===== config.mk =====
export PLATFORM = sky130hd
export DESIGN_NAME = ssp_cfg_sync_ctrl
export DESIGN_NICKNAME = d
export VERILOG_FILES = /design/src/rtl/ssp_cfg_pkg.sv /design/src/rtl/ssp_cfg_shadow.sv /design/src/rtl/ssp_cfg_sync_ctrl.sv
export SDC_FILE = /design/constraint.sdc
export NUM_CORES = 1
export LEC_CHECK = 0
export ABC_AREA = 1
export CORE_ASPECT_RATIO = 1.5
export CORE_MARGIN = 2
export CORE_UTILIZATION = 40
export DETAILED_ROUTE_END_ITERATION = 10
export GPL_ROUTABILITY_DRIVEN = 0
export GPL_TIMING_DRIVEN = 0
export RECOVER_POWER = 100
export SLEW_MARGIN = 25
export SYNTH_ARGS = -nofsm -noshare
export SYNTH_HDL_FRONTEND = slang
export SYNTH_SLANG_ARGS = --single-unit

===== constraint.sdc =====
create_clock -name HCLK -period 2.91 [get_ports HCLK]
set_input_delay 0.873 -clock HCLK [delete_from_list [all_inputs] [get_ports HCLK]]
set_output_delay 0.873 -clock HCLK [all_outputs]
set_load 0.02 [all_outputs]

===== src/rtl/ssp_cfg_pkg.sv =====
// Shared types and defaults for the SSP configuration sync controller.
package ssp_cfg_pkg;
  localparam int ADR_W_DEF   = 6;
  localparam int TIMEOUT_DEF = 64;
  localparam int CNT_W_DEF   = 7;

  typedef enum logic [1:0] {
    IDLE  = 2'd0,
    REQ   = 2'd1,
    REL   = 2'd2,
    ABORT = 2'd3
  } cfg_state_e;
endpackage


===== src/rtl/ssp_cfg_shadow.sv =====
// Shadow copies of DADR/CADR/DLEN/DBIT plus the "not yet transferred" flag.
module ssp_cfg_shadow
  import ssp_cfg_pkg::*;
#(
  parameter int ADR_W = ADR_W_DEF
) (
  input  logic             gclk,
  input  logic             grst_n,
  input  logic             wr_dadr,
  input  logic             wr_cadr,
  input  logic             wr_ctrl,
  input  logic [ADR_W-1:0] wdata_adr,
  input  logic             wdata_dlen,
  input  logic             wdata_dbit,
  input  logic             launch,
  input  logic             retry,
  output logic [ADR_W-1:0] sh_dadr,
  output logic [ADR_W-1:0] sh_cadr,
  output logic             sh_dlen,
  output logic             sh_dbit,
  output logic             pending
);
  logic any_wr;
  assign any_wr = wr_dadr | wr_cadr | wr_ctrl;

  always_ff @(posedge gclk) begin
    if (!grst_n) begin
      sh_dadr <= '0;
      sh_cadr <= '0;
      sh_dlen <= 1'b0;
      sh_dbit <= 1'b0;
      pending <= 1'b0;
    end else begin
      if (wr_dadr) sh_dadr <= wdata_adr;
      if (wr_cadr) sh_cadr <= wdata_adr;
      if (wr_ctrl) begin
        sh_dlen <= wdata_dlen;
        sh_dbit <= wdata_dbit;
      end
      // A write in the launch cycle wins over the clear, forcing a follow-up.
      if (any_wr || retry) pending <= 1'b1;
      else if (launch)     pending <= 1'b0;
    end
  end
endmodule


===== src/rtl/ssp_cfg_sync_ctrl.sv =====
// 4-phase req/ack sequencer pushing shadowed config into the AHB_SYNC crossing.
module ssp_cfg_sync_ctrl
  import ssp_cfg_pkg::*;
#(
  parameter int ADR_W   = ADR_W_DEF,
  parameter int TIMEOUT = TIMEOUT_DEF,
  parameter int CNT_W   = CNT_W_DEF
) (
  input  logic             HCLK,
  input  logic             HRESETn,
  input  logic             wr_dadr,
  input  logic             wr_cadr,
  input  logic             wr_ctrl,
  input  logic [ADR_W-1:0] wdata_adr,
  input  logic             wdata_dlen,
  input  logic             wdata_dbit,
  input  logic             err_clr,
  output logic             req,
  input  logic             ack,
  output logic [ADR_W-1:0] DADR,
  output logic [ADR_W-1:0] CADR,
  output logic             DLEN,
  output logic             DBIT,
  output logic             busy,
  output logic             pending,
  output logic             done,
  output logic             err
);
  cfg_state_e       state_q, state_d;
  logic             req_q, req_d;
  logic [CNT_W-1:0] cnt_q, cnt_d;
  logic             done_q, done_d;
  logic             err_q;
  logic             launch, to_abort, cnt_last;
  logic [ADR_W-1:0] sh_dadr, sh_cadr, x_dadr, x_cadr;
  logic             sh_dlen, sh_dbit, x_dlen, x_dbit;

  ssp_cfg_shadow #(.ADR_W(ADR_W)) u_shadow (
    .gclk       (HCLK),
    .grst_n     (HRESETn),
    .wr_dadr    (wr_dadr),
    .wr_cadr    (wr_cadr),
    .wr_ctrl    (wr_ctrl),
    .wdata_adr  (wdata_adr),
    .wdata_dlen (wdata_dlen),
    .wdata_dbit (wdata_dbit),
    .launch     (launch),
    .retry      (to_abort),
    .sh_dadr    (sh_dadr),
    .sh_cadr    (sh_cadr),
    .sh_dlen    (sh_dlen),
    .sh_dbit    (sh_dbit),
    .pending    (pending)
  );

  // Abort when the next increment would land on TIMEOUT-1.
  assign cnt_last = (cnt_q == CNT_W'(TIMEOUT - 2));

  always_comb begin
    state_d  = state_q;
    req_d    = req_q;
    cnt_d    = cnt_q;
    done_d   = 1'b0;
    launch   = 1'b0;
    to_abort = 1'b0;
    case (state_q)
      IDLE: begin
        if (pending) begin
          launch  = 1'b1;
          req_d   = 1'b1;
          cnt_d   = '0;
          state_d = REQ;
        end
      end
      REQ: begin
        if (ack) begin
          req_d   = 1'b0;
          cnt_d   = '0;
          state_d = REL;
        end else if (cnt_last) begin
          to_abort = 1'b1;
          req_d    = 1'b0;
          state_d  = ABORT;
        end else begin
          cnt_d = cnt_q + 1'b1;
        end
      end
      REL: begin
        if (!ack) begin
          done_d  = 1'b1;
          state_d = IDLE;
        end else if (cnt_last) begin
          to_abort = 1'b1;
          state_d  = ABORT;
        end else begin
          cnt_d = cnt_q + 1'b1;
        end
      end
      ABORT: begin
        if (!ack) state_d = IDLE;
      end
      default: state_d = IDLE;
    endcase
  end

  always_ff @(posedge HCLK) begin
    if (!HRESETn) begin
      state_q <= IDLE;
      req_q   <= 1'b0;
      cnt_q   <= '0;
      done_q  <= 1'b0;
      err_q   <= 1'b0;
      x_dadr  <= '0;
      x_cadr  <= '0;
      x_dlen  <= 1'b0;
      x_dbit  <= 1'b0;
    end else begin
      state_q <= state_d;
      req_q   <= req_d;
      cnt_q   <= cnt_d;
      done_q  <= done_d;
      if (to_abort)     err_q <= 1'b1;
      else if (err_clr) err_q <= 1'b0;
      if (launch) begin
        x_dadr <= sh_dadr;
        x_cadr <= sh_cadr;
        x_dlen <= sh_dlen;
        x_dbit <= sh_dbit;
      end
    end
  end

  assign req  = req_q;
  assign done = done_q;
  assign err  = err_q;
  assign busy = (state_q != IDLE);
  assign DADR = x_dadr;
  assign CADR = x_cadr;
  assign DLEN = x_dlen;
  assign DBIT = x_dbit;
endmodule


==> results of run 1 <==
[worst max-delay path by stage]
stage          endpoint  cells past startpoint
6_report           busy                      4
4_1_cts            busy                      4
3_5_place_dp       busy                      4
2_1_floorplan      busy                      3
3_3_place_gp       busy                      4
5_1_grt            busy                      4
[worst max-delay path: stages, from the launching register on]
cell           delay (ps)
dfxtp_1               410
inv_1                 100
ha_1                  230
inv_2                  80
dlygate4sd3_1         670
[synth_stat cells, types with 2 or more instances]
library cell | instances | area share [%]
nor2_4 | 2 | 1.3
nor2_1 | 64 | 14
o21ai_1 | 2 | 0.56
ha_1 | 8 | 5.6
dfxtp_1 | 41 | 46
nand3_1 | 7 | 2.0
inv_2 | 2 | 0.42
xor2_1 | 2 | 0.99
clkbuf_1 | 3 | 0.63
a21oi_1 | 12 | 3.4
nor2_2 | 3 | 1.1
o21ai_0 | 33 | 9.3
nand2_1 | 34 | 7.2
inv_1 | 19 | 4.0
[metrics by stage]
stage / hold WS, ps / setup slack, ps / total power [uW] / cell area, um2
5_1_grt: 491 / 186 / 1300 / 2230
6_report: 460 / 253 / 1230 / 2230
4_1_cts: 470 / 302 / 1260 / 2250
3_3_place_gp: 456 / 642 / 895 / 2160
2_1_floorplan: 457 / 1260 / 786 / 1780
3_5_place_dp: 457 / 636 / 896 / 2160
[flip-flops by register name, summed over array words and instances, names as in the netlist]
name,flops
u_shadow.pending,1
state_q,2
err,1
req,1
u_shadow.sh_dadr,6
CADR,6
DBIT,1
DADR,6
done,1
cnt_q,7
DLEN,1
u_shadow.sh_dlen,1
u_shadow.sh_dbit,1
u_shadow.sh_cadr,6
[layout make-up]
cell class / count / area [um2]
Timing Repair Buffer: 33 / 330
Multi-Input combinational cell: 174 / 835
Tap cell: 46 / 57.6
Buffer: 5 / 20.0
Clock buffer: 5 / 68.8
Fill cell: 447 / 2010
Sequential cell: 41 / 821
Inverter: 22 / 82.6
Clock inverter: 3 / 17.5
[kinds of logic after synthesis]
family                     count (synthesis)  share of synthesized area (%)
DFF                                       41                           46.2
AOI/OAI and AO/OA                         50                           14.5
xor gates and xnor gates                   2                          0.987
adders and majority gates                  8                           5.64
and+or+nand+nor                          114                           26.8
buffers and inverters                     27                           5.78
[report_power, final]
| part | total (uW) | switching (uW) | internal [uW] |
|---|---|---|---|
| Clock | 364 | 198 | 165 |
| Sequential | 624 | 21.0 | 603 |
| Combinational | 238 | 142 | 96.0 |
[routing by layer]
layer | global-route usage, % | up-vias | part of all wire (%)
met5 | 0 | - | 0
met1 | 16.8 | 707 | 42
met2 | 30.6 | 27 | 52
met4 | 6.98 | 0 | 1.8
li1 | - | 846 | -
met3 | 4.22 | 5 | 4.4
[placed cells by master, fill, tap and decap left out]
cell / n
clkbuf_8: 5
o21ai_0: 34
clkinvlp_4: 1
nor2_1: 66
o21bai_1: 1
o21ai_2: 1
clkbuf_1: 4
o21ai_1: 1
buf_2: 1
nor2_4: 1
nand3_1: 7
clkdlybuf4s50_1: 12
inv_2: 2
nor2_2: 2
xor2_1: 2
dlygate4sd3_1: 21
clkinv_1: 1
ha_1: 8
a31oi_1: 1
clkinv_2: 2
nor3_1: 1
dfxtp_1: 41
nand3_2: 1
nand2_2: 1
nand2_1: 35
a21oi_1: 12
inv_1: 19
==> results.py, run 1 <==
metrics = {
    "critical_path": {
        "r2r-start": "state_q[0]",
        "cp-startpoint": "state_q[0]",
        "endpoint_kind": "primary output",
        "r2r_slack_ps": 980,
        "worstPathMaxFanout": 5,
        "worstPathRequired_ps": 2040,
        "reg2regPathDepth": 9,
        "rr_endpoint": "cnt_q[4]",
        "cp-start-kind": "register",
        "critPathArrivalTime_ps": 1780,
        "path_class": "reg2out",
    },
    "yosys": {
        "syn_area_um2": 1780,
        "ys_ff_latch": 41,
        "synth_warnings": 0,
        "synth_cell_type_count": 24,
        "synth_cells": 242,
        "synth_edf_count": 0,
        "synth_fp_nets": 265,
        "ys_seq_area_share_pct": 46.2,
        "async_flop_share_pct": 0,
        "synth_top_flop_cell": "dfxtp_1",
        "synth_area_per_cell_um2": 7.34,
    },
    "cells_and_area": {
        "drive_gt1_share_pct": 6.01,
        "nNetsFinal": 305,
        "final_core_util_pct": 52.6,
        "area_delta_synth_final_pct": 25.7,
        "finalNonFillerCells": 329,
        "antennaDiodeCount": 0,
    },
    "drt": {
        "wirelength_mm": 3.84,
        "wl_per_cell_um": 11.7,
        "ant_nets": 0,
        "drt_iter0_drc": 32,
        "num_vias": 1585,
        "vias_per_cell": 4.82,
        "dr.pass1.iters": 4,
        "drc": 0,
    },
    "cts": {
        "cts_buffers": 5,
        "postCtsSetupRepairBufs": 0,
        "clock_path_buffers": 2,
        "htreeDepth": 2,
        "cts_sinks": 41,
        "path_clk_slew_ps": 80,
        "clkLatencyLatePin_ps": 290,
        "postCtsHoldBufs": 0,
        "post_cts_resized": 0,
        "root_buffer": "clkbuf_8",
        "cts_tree": "built",
    },
    "grt": {
        "track_usage_pct": 16.5,
        "grt.overflow.total": 0,
        "grt_pass1_wl_mm": 6.29,
        "grt_max_degree": 14,
        "grt_pass1_vias": 1415,
        "grt_antenna_before_repair": 0,
    },
    "hold_path": {
        "worstHoldEndpoint": "err",
        "min_path_type": "reg2reg",
        "min_path_cells": 2,
        "min-delay-start": "err",
    },
    "die": {
        "die-width_um": 58.4,
        "die_y_um": 85.6,
        "design.core.area_um2": 4250,
        "start_util_pct": 41.8,
        "dieArea_um2": 5000,
        "io_pins": 34,
        "num_rows": 29,
    },
    "place": {
        "hpwlAfterDp_mm": 2.87,
        "io_buffers": 33,
        "placed_cells": 321,
    },
    "timing": {
        "fin_tns_setup_ps": 0,
        "relSlewSlack_pct": 67.5,
        "setup_violations": 0,
        "hold_viol": 0,
        "fmax_mhz": 376,
        "report.final.slew_viol_count": 0,
        "period_needed_ps": 2660,
        "skew_ps": 5.95,
        "timing.final.crit_share_pct": 91.3,
        "worst_pin_slew_ps": 483,
        "rsz0062_at_grt": "false",
    },
    "run_status": {
        "status": "finished clean",
    },
    "pwr": {
        "leakage_uw": 0.00101,
        "power-per-cell-area_nw_per_um2": 549,
        "ir_worst_vdd_uv": 410,
    },
    "job": {
        "drv_cap": 0,
    },
}
No activity file was read; power rests on OpenSTA's default activity.
==> run 2, diff against run 1 <==
Settings changed: CORE_UTILIZATION 40 to 55, PLACE_DENSITY set to 0.84, SLEW_MARGIN 25 to not set.
==> run 2 against run 1 <==
Compared with the run above: combinational power about the same; cell area is 0.45% higher; die area decreased by 26%; non-clock buffer count did not move; flip-flop and latch count unchanged; core utilization is 19 points higher; critical path depth did not move; routed wire length decreased by 1.5%; worst setup slack better by 43 ps; critical endpoint unchanged; largest cell class unchanged; largest power group unchanged.
==> results.py, run 2 (synthesis results as in run 1) <==
metrics = {
    "timing": {
        "hold_viol": 0,
        "report.final.slew_viol_count": 0,
        "skew_ps": 7.14,
        "period_needed_ps": 2610,
        "fin_ws_ps": 296,
        "rsz0062_at_grt": "false",
        "worst_pin_slew_ps": 489,
        "fmax_mhz": 383,
        "setup_violations": 0,
        "fin_tns_setup_ps": 0,
        "timing.final.crit_share_pct": 89.8,
        "relSlewSlack_pct": 67.0,
        "whs_ps": 469,
    },
    "cells_and_area": {
        "area_delta_synth_final_pct": 26.3,
        "fillers": 246,
        "fin_area_um2": 2240,
        "nNetsFinal": 305,
        "drive_gt1_share_pct": 5.67,
        "antennaDiodeCount": 0,
        "layout_common_cells": "nor2_1 (66), dfxtp_1 (41), nand2_1 (35), o21ai_0 (34), dlygate4sd3_1 (21)",
        "top_register": "cnt_q",
        "final_core_util_pct": 71.7,
        "regArea_um2": 821,
        "largest_reg_flops": 7,
        "multi_input_area_um2": 835,
        "mostFrequentLayoutCell": "nor2_1",
    },
    "die": {
        "die_y_um": 73.6,
        "start_util_pct": 56.8,
        "dieArea_um2": 3710,
        "num_rows": 25,
        "io_pins": 34,
        "design.core.area_um2": 3130,
        "die-width_um": 50.4,
    },
    "cts": {
        "post_cts_resized": 0,
        "root_buffer": "clkbuf_8",
        "postCtsSetupRepairBufs": 0,
        "path_clk_slew_ps": 80,
        "clkLatencyLatePin_ps": 290,
        "postCtsHoldBufs": 0,
        "cts_sinks": 41,
        "htreeDepth": 2,
        "cts_tree": "built",
        "clock_path_buffers": 2,
        "cts_buffers": 5,
    },
    "critical_path": {
        "r2r_slack_ps": 1020,
        "worstPathMaxFanout": 5,
        "path_class": "reg2out",
        "endpoint_kind": "primary output",
        "critPathArrivalTime_ps": 1740,
        "worstPathRequired_ps": 2040,
        "cp-start-kind": "register",
    },
    "grt": {
        "grt_pass1_vias": 1513,
        "grt.overflow.total": 0,
        "track_usage_pct": 22.1,
        "grt_pass1_wl_mm": 6.22,
        "grt_antenna_before_repair": 0,
        "grt_max_degree": 13,
    },
    "job": {
        "drv_cap": 0,
    },
    "drt": {
        "ant_nets": 0,
        "wl_per_cell_um": 11.7,
        "wirelength_mm": 3.78,
        "drt_iter0_drc": 27,
        "dr.pass1.iters": 4,
        "vias_per_cell": 5.14,
        "drc": 0,
        "num_vias": 1656,
    },
    "place": {
        "hpwlAfterDp_mm": 2.72,
        "place_area_um2": 2160,
        "io_buffers": 33,
        "dp_worst_setup_slack_ps": 668,
    },
    "pwr": {
        "leakage_uw": 0.00102,
        "ir_worst_vdd_uv": 389,
        "power-per-cell-area_nw_per_um2": 581,
    },
    "hold_path": {
        "min_path_type": "reg2reg",
    },
    "run_status": {
        "status": "finished clean",
    },
}
[run 2: changes by cell type in the layout (fill, tap and decap cells not counted)]
cell / previous run / this run
bufinv_16: 0 / 1
clkinv_2: 2 / 1
clkinvlp_4: 1 / 0
[run 2: layout make-up]
class / instances / share of cell area [%]
sequential: 41 / 36.6
timing repair buffer: 33 / 14.7
clock inverter: 2 / 1.56
tap: 40 / 2.23
inverter: 22 / 3.68
clock buffer: 5 / 3.07
multi-input combinational: 174 / 37.2
buffer: 5 / 0.893
[run 2: metrics by stage]
stage / total power (uW) / instances
2_1_floorplan: 786 / 242
3_3_place_gp: 887 / 315
3_5_place_dp: 892 / 315
4_1_cts: 1320 / 322
5_1_grt: 1360 / 322
6_report: 1300 / 322
[run 2: worst max-delay path, stage by stage, from the launching register on]
cell	delay, ps
dfxtp_1	400
inv_1	100
ha_1	230
inv_2	70
dlygate4sd3_1	660
[run 2: layer usage]
layer  vias up  share of wire (%)  global-route usage, %
met5         -                  0                      0
met4         0                3.5                   13.2
met3        15                4.8                   5.08
met2        51                 52                   41.1
met1       741                 40                   21.8
li1        849                  -                      -
[run 2: path summary, 6_finish.rpt]
path / end / start / depth (start not counted)
max: busy / state_q[0] / 4
min: err / err / 2
max reg2reg: cnt_q[1] / state_q[0] / 9
min reg2reg: err / err / 2
[run 2: report_power, final]
group	switching [uW]	leakage (uW)	internal, uW
registers	21.9	0.000338	604
clock network	188	0.0000540	249
logic	144	0.000631	95.9
==> RTL change (config.mk and constraints of run 2) <==
Change the package constant `ADR_W_DEF` from 6 to 8.
--- a/src/rtl/ssp_cfg_pkg.sv
+++ b/src/rtl/ssp_cfg_pkg.sv
@@ -1,6 +1,6 @@
 // Shared types and defaults for the SSP configuration sync controller.
 package ssp_cfg_pkg;
-  localparam int ADR_W_DEF   = 6;
+  localparam int ADR_W_DEF   = 8;
   localparam int TIMEOUT_DEF = 64;
   localparam int CNT_W_DEF   = 7;
 
Ports: changed (resized CADR, DADR and wdata_adr); port bits go from 34 to 40. The function was not compared with the original's and may differ.
==> RTL change against run 2 <==
  * Sequential power up 20%
  * Wire length increased by 20%
  * Largest cell class is now flip-flops and latches
  * Power increased by 9.7%
  * Cell area increased by 15%
  * Sequential cell count is 8 higher
  * Area after synthesis rose by 17%
  * Critical path depth unchanged
  * Worst setup slack got worse by 0.053 ns
  * Utilization decreased by 1.3 points
  * Highest routed layer unchanged
  * Hold slack better by 0.0095 ns
  * Clock power decreased by 9.6%
  * Non-clock buffer count grew 8
  * Critical path type unchanged
==> RTL change: results (changes against run 2) <==
status finished, final reports clean (unchanged); syn_nets 308 (was 265); path depth of the worst reg2reg path 7 (was 9); met3 wire length 235 um (was 182 um); CP Data Arrival Time 1.79 ns (was 1.74 ns); wire length per cell 12.2 um (was 11.7 um); pin count of the biggest net entering global routing 16 (was 13); port bufs 38 (was 33); Worst VDD drop 0.000388 V (was 0.000389 V); Placed Area 0.00251 mm^2 (was 0.00216 mm^2); 1st-iter DRT viols 58 (was 27); met2 wire len 2390 um (was 1950 um); Post-synth top cells nor2_1 (81), dfxtp_1 (49), nand2_1 (34) (was nor2_1 (64), dfxtp_1 (41), nand2_1 (34)); M1 GR Usage 24.5% (was 21.8%); Rel. slew slack 73.7% (was 67.0%); Synth Area in Compound Gates 14.7% (was 14.5%); leakage power 1.18 nW (was 1.02 nW); Max Clock Skew 0.0108 ns (was 0.00714 ns); Via density 5.16 (was 5.14); share of cells above drive strength 1 6.08% (was 5.67%); vias in the first global route 1812 (was 1513); Synth Area in Adders 4.82% (was 5.64%); met1 WL 1820 um (was 1510 um); Async SR Flop Fraction 0% (unchanged); register area share after synthesis 47.3% (was 46.2%); post-DP HPWL 3380 um (was 2720 um); initial antenna violation count 0 (unchanged); gr usage total 22.9% (was 22.1%); Post-Layout Cell Count 372 (was 322); library cells used by synthesis 22 (was 24); Synth Area in XOR/XNOR 0.422% (was 0.987%); Inst Count DP 364 (was 315); synth top area cells dfxtp_1 (47%), nor2_1 (15%), o21ai_1 (6.5%) (was dfxtp_1 (46%), nor2_1 (14%), o21ai_0 (9.3%)); Avg Cell Area, Syn 7.33 um^2 (was 7.34 um^2); NumNets Final 353 (was 305); Setup Slack @ Placement 0.631 ns (was 0.668 ns); met2 Track Usage GR 40.6% (was 41.1%); GR Util met3 3.95% (was 5.08%); first-pass GRT wire length 7360 um (was 6220 um); Clk Latency, worst-skew pair 0.31 ns (was 0.29 ns)
[RTL change: changes by cell type in the layout (fill, tap and decap cells not counted), sizes merged, moves of 2 or more]
cell,change
dfxtp,+8
buf,+3
inv,+4
nand3,+2
nor2,+16
dlygate4sd3,+6
o21ai,+9
[RTL change: layout make-up]
type,instances,area (um^2),area share (%)
inverter,25,93.8,3.65
buffer,8,35.0,1.36
tap,43,53.8,2.09
timing repair buffer,38,380,14.8
sequential,49,981,38.2
multi-input combinational,201,938,36.5
clock buffer,5,68.8,2.68
clock inverter,3,17.5,0.682
[RTL change: power by group]
| part | switching (mW) | leakage (nW) | internal [mW] |
|---|---|---|---|
| Clock | 0.228 | 0.0439 | 0.166 |
| Combinational | 0.170 | 0.731 | 0.114 |
| Sequential | 0.0261 | 0.404 | 0.723 |
| Total | 0.425 | 1.18 | 1.00 |
[RTL change: worst max-delay path, stage by stage (launching register included)]
cell	delay [ns]
dfxtp_1	0.41
inv_1	0.10
ha_1	0.24
inv_1	0.08
dlygate4sd3_1	0.67
[RTL change: kinds of logic (layout without fill, tap and decap cells)]
logic type / Yosys count / count (layout)
AND/OR/NAND/NOR: 133 / 133
AO/OA/AOI/OAI: 59 / 59
flip-flops: 49 / 49
buffers and inverters: 33 / 79
adder cells (fa/ha/maj): 8 / 8
XOR/XNOR: 1 / 1
[RTL change: path summary, 6_finish.rpt]
kind	from	endpoint	slack (ns)
max	state_q[0]$_SDFFE_PN0P_	busy	0.24
min	err$_SDFFE_PN0P_	err$_SDFFE_PN0P_	0.48
max reg2reg	state_q[0]$_SDFFE_PN0P_	DADR[3]$_SDFFE_PN0P_	1.05
min reg2reg	err$_SDFFE_PN0P_	err$_SDFFE_PN0P_	0.48
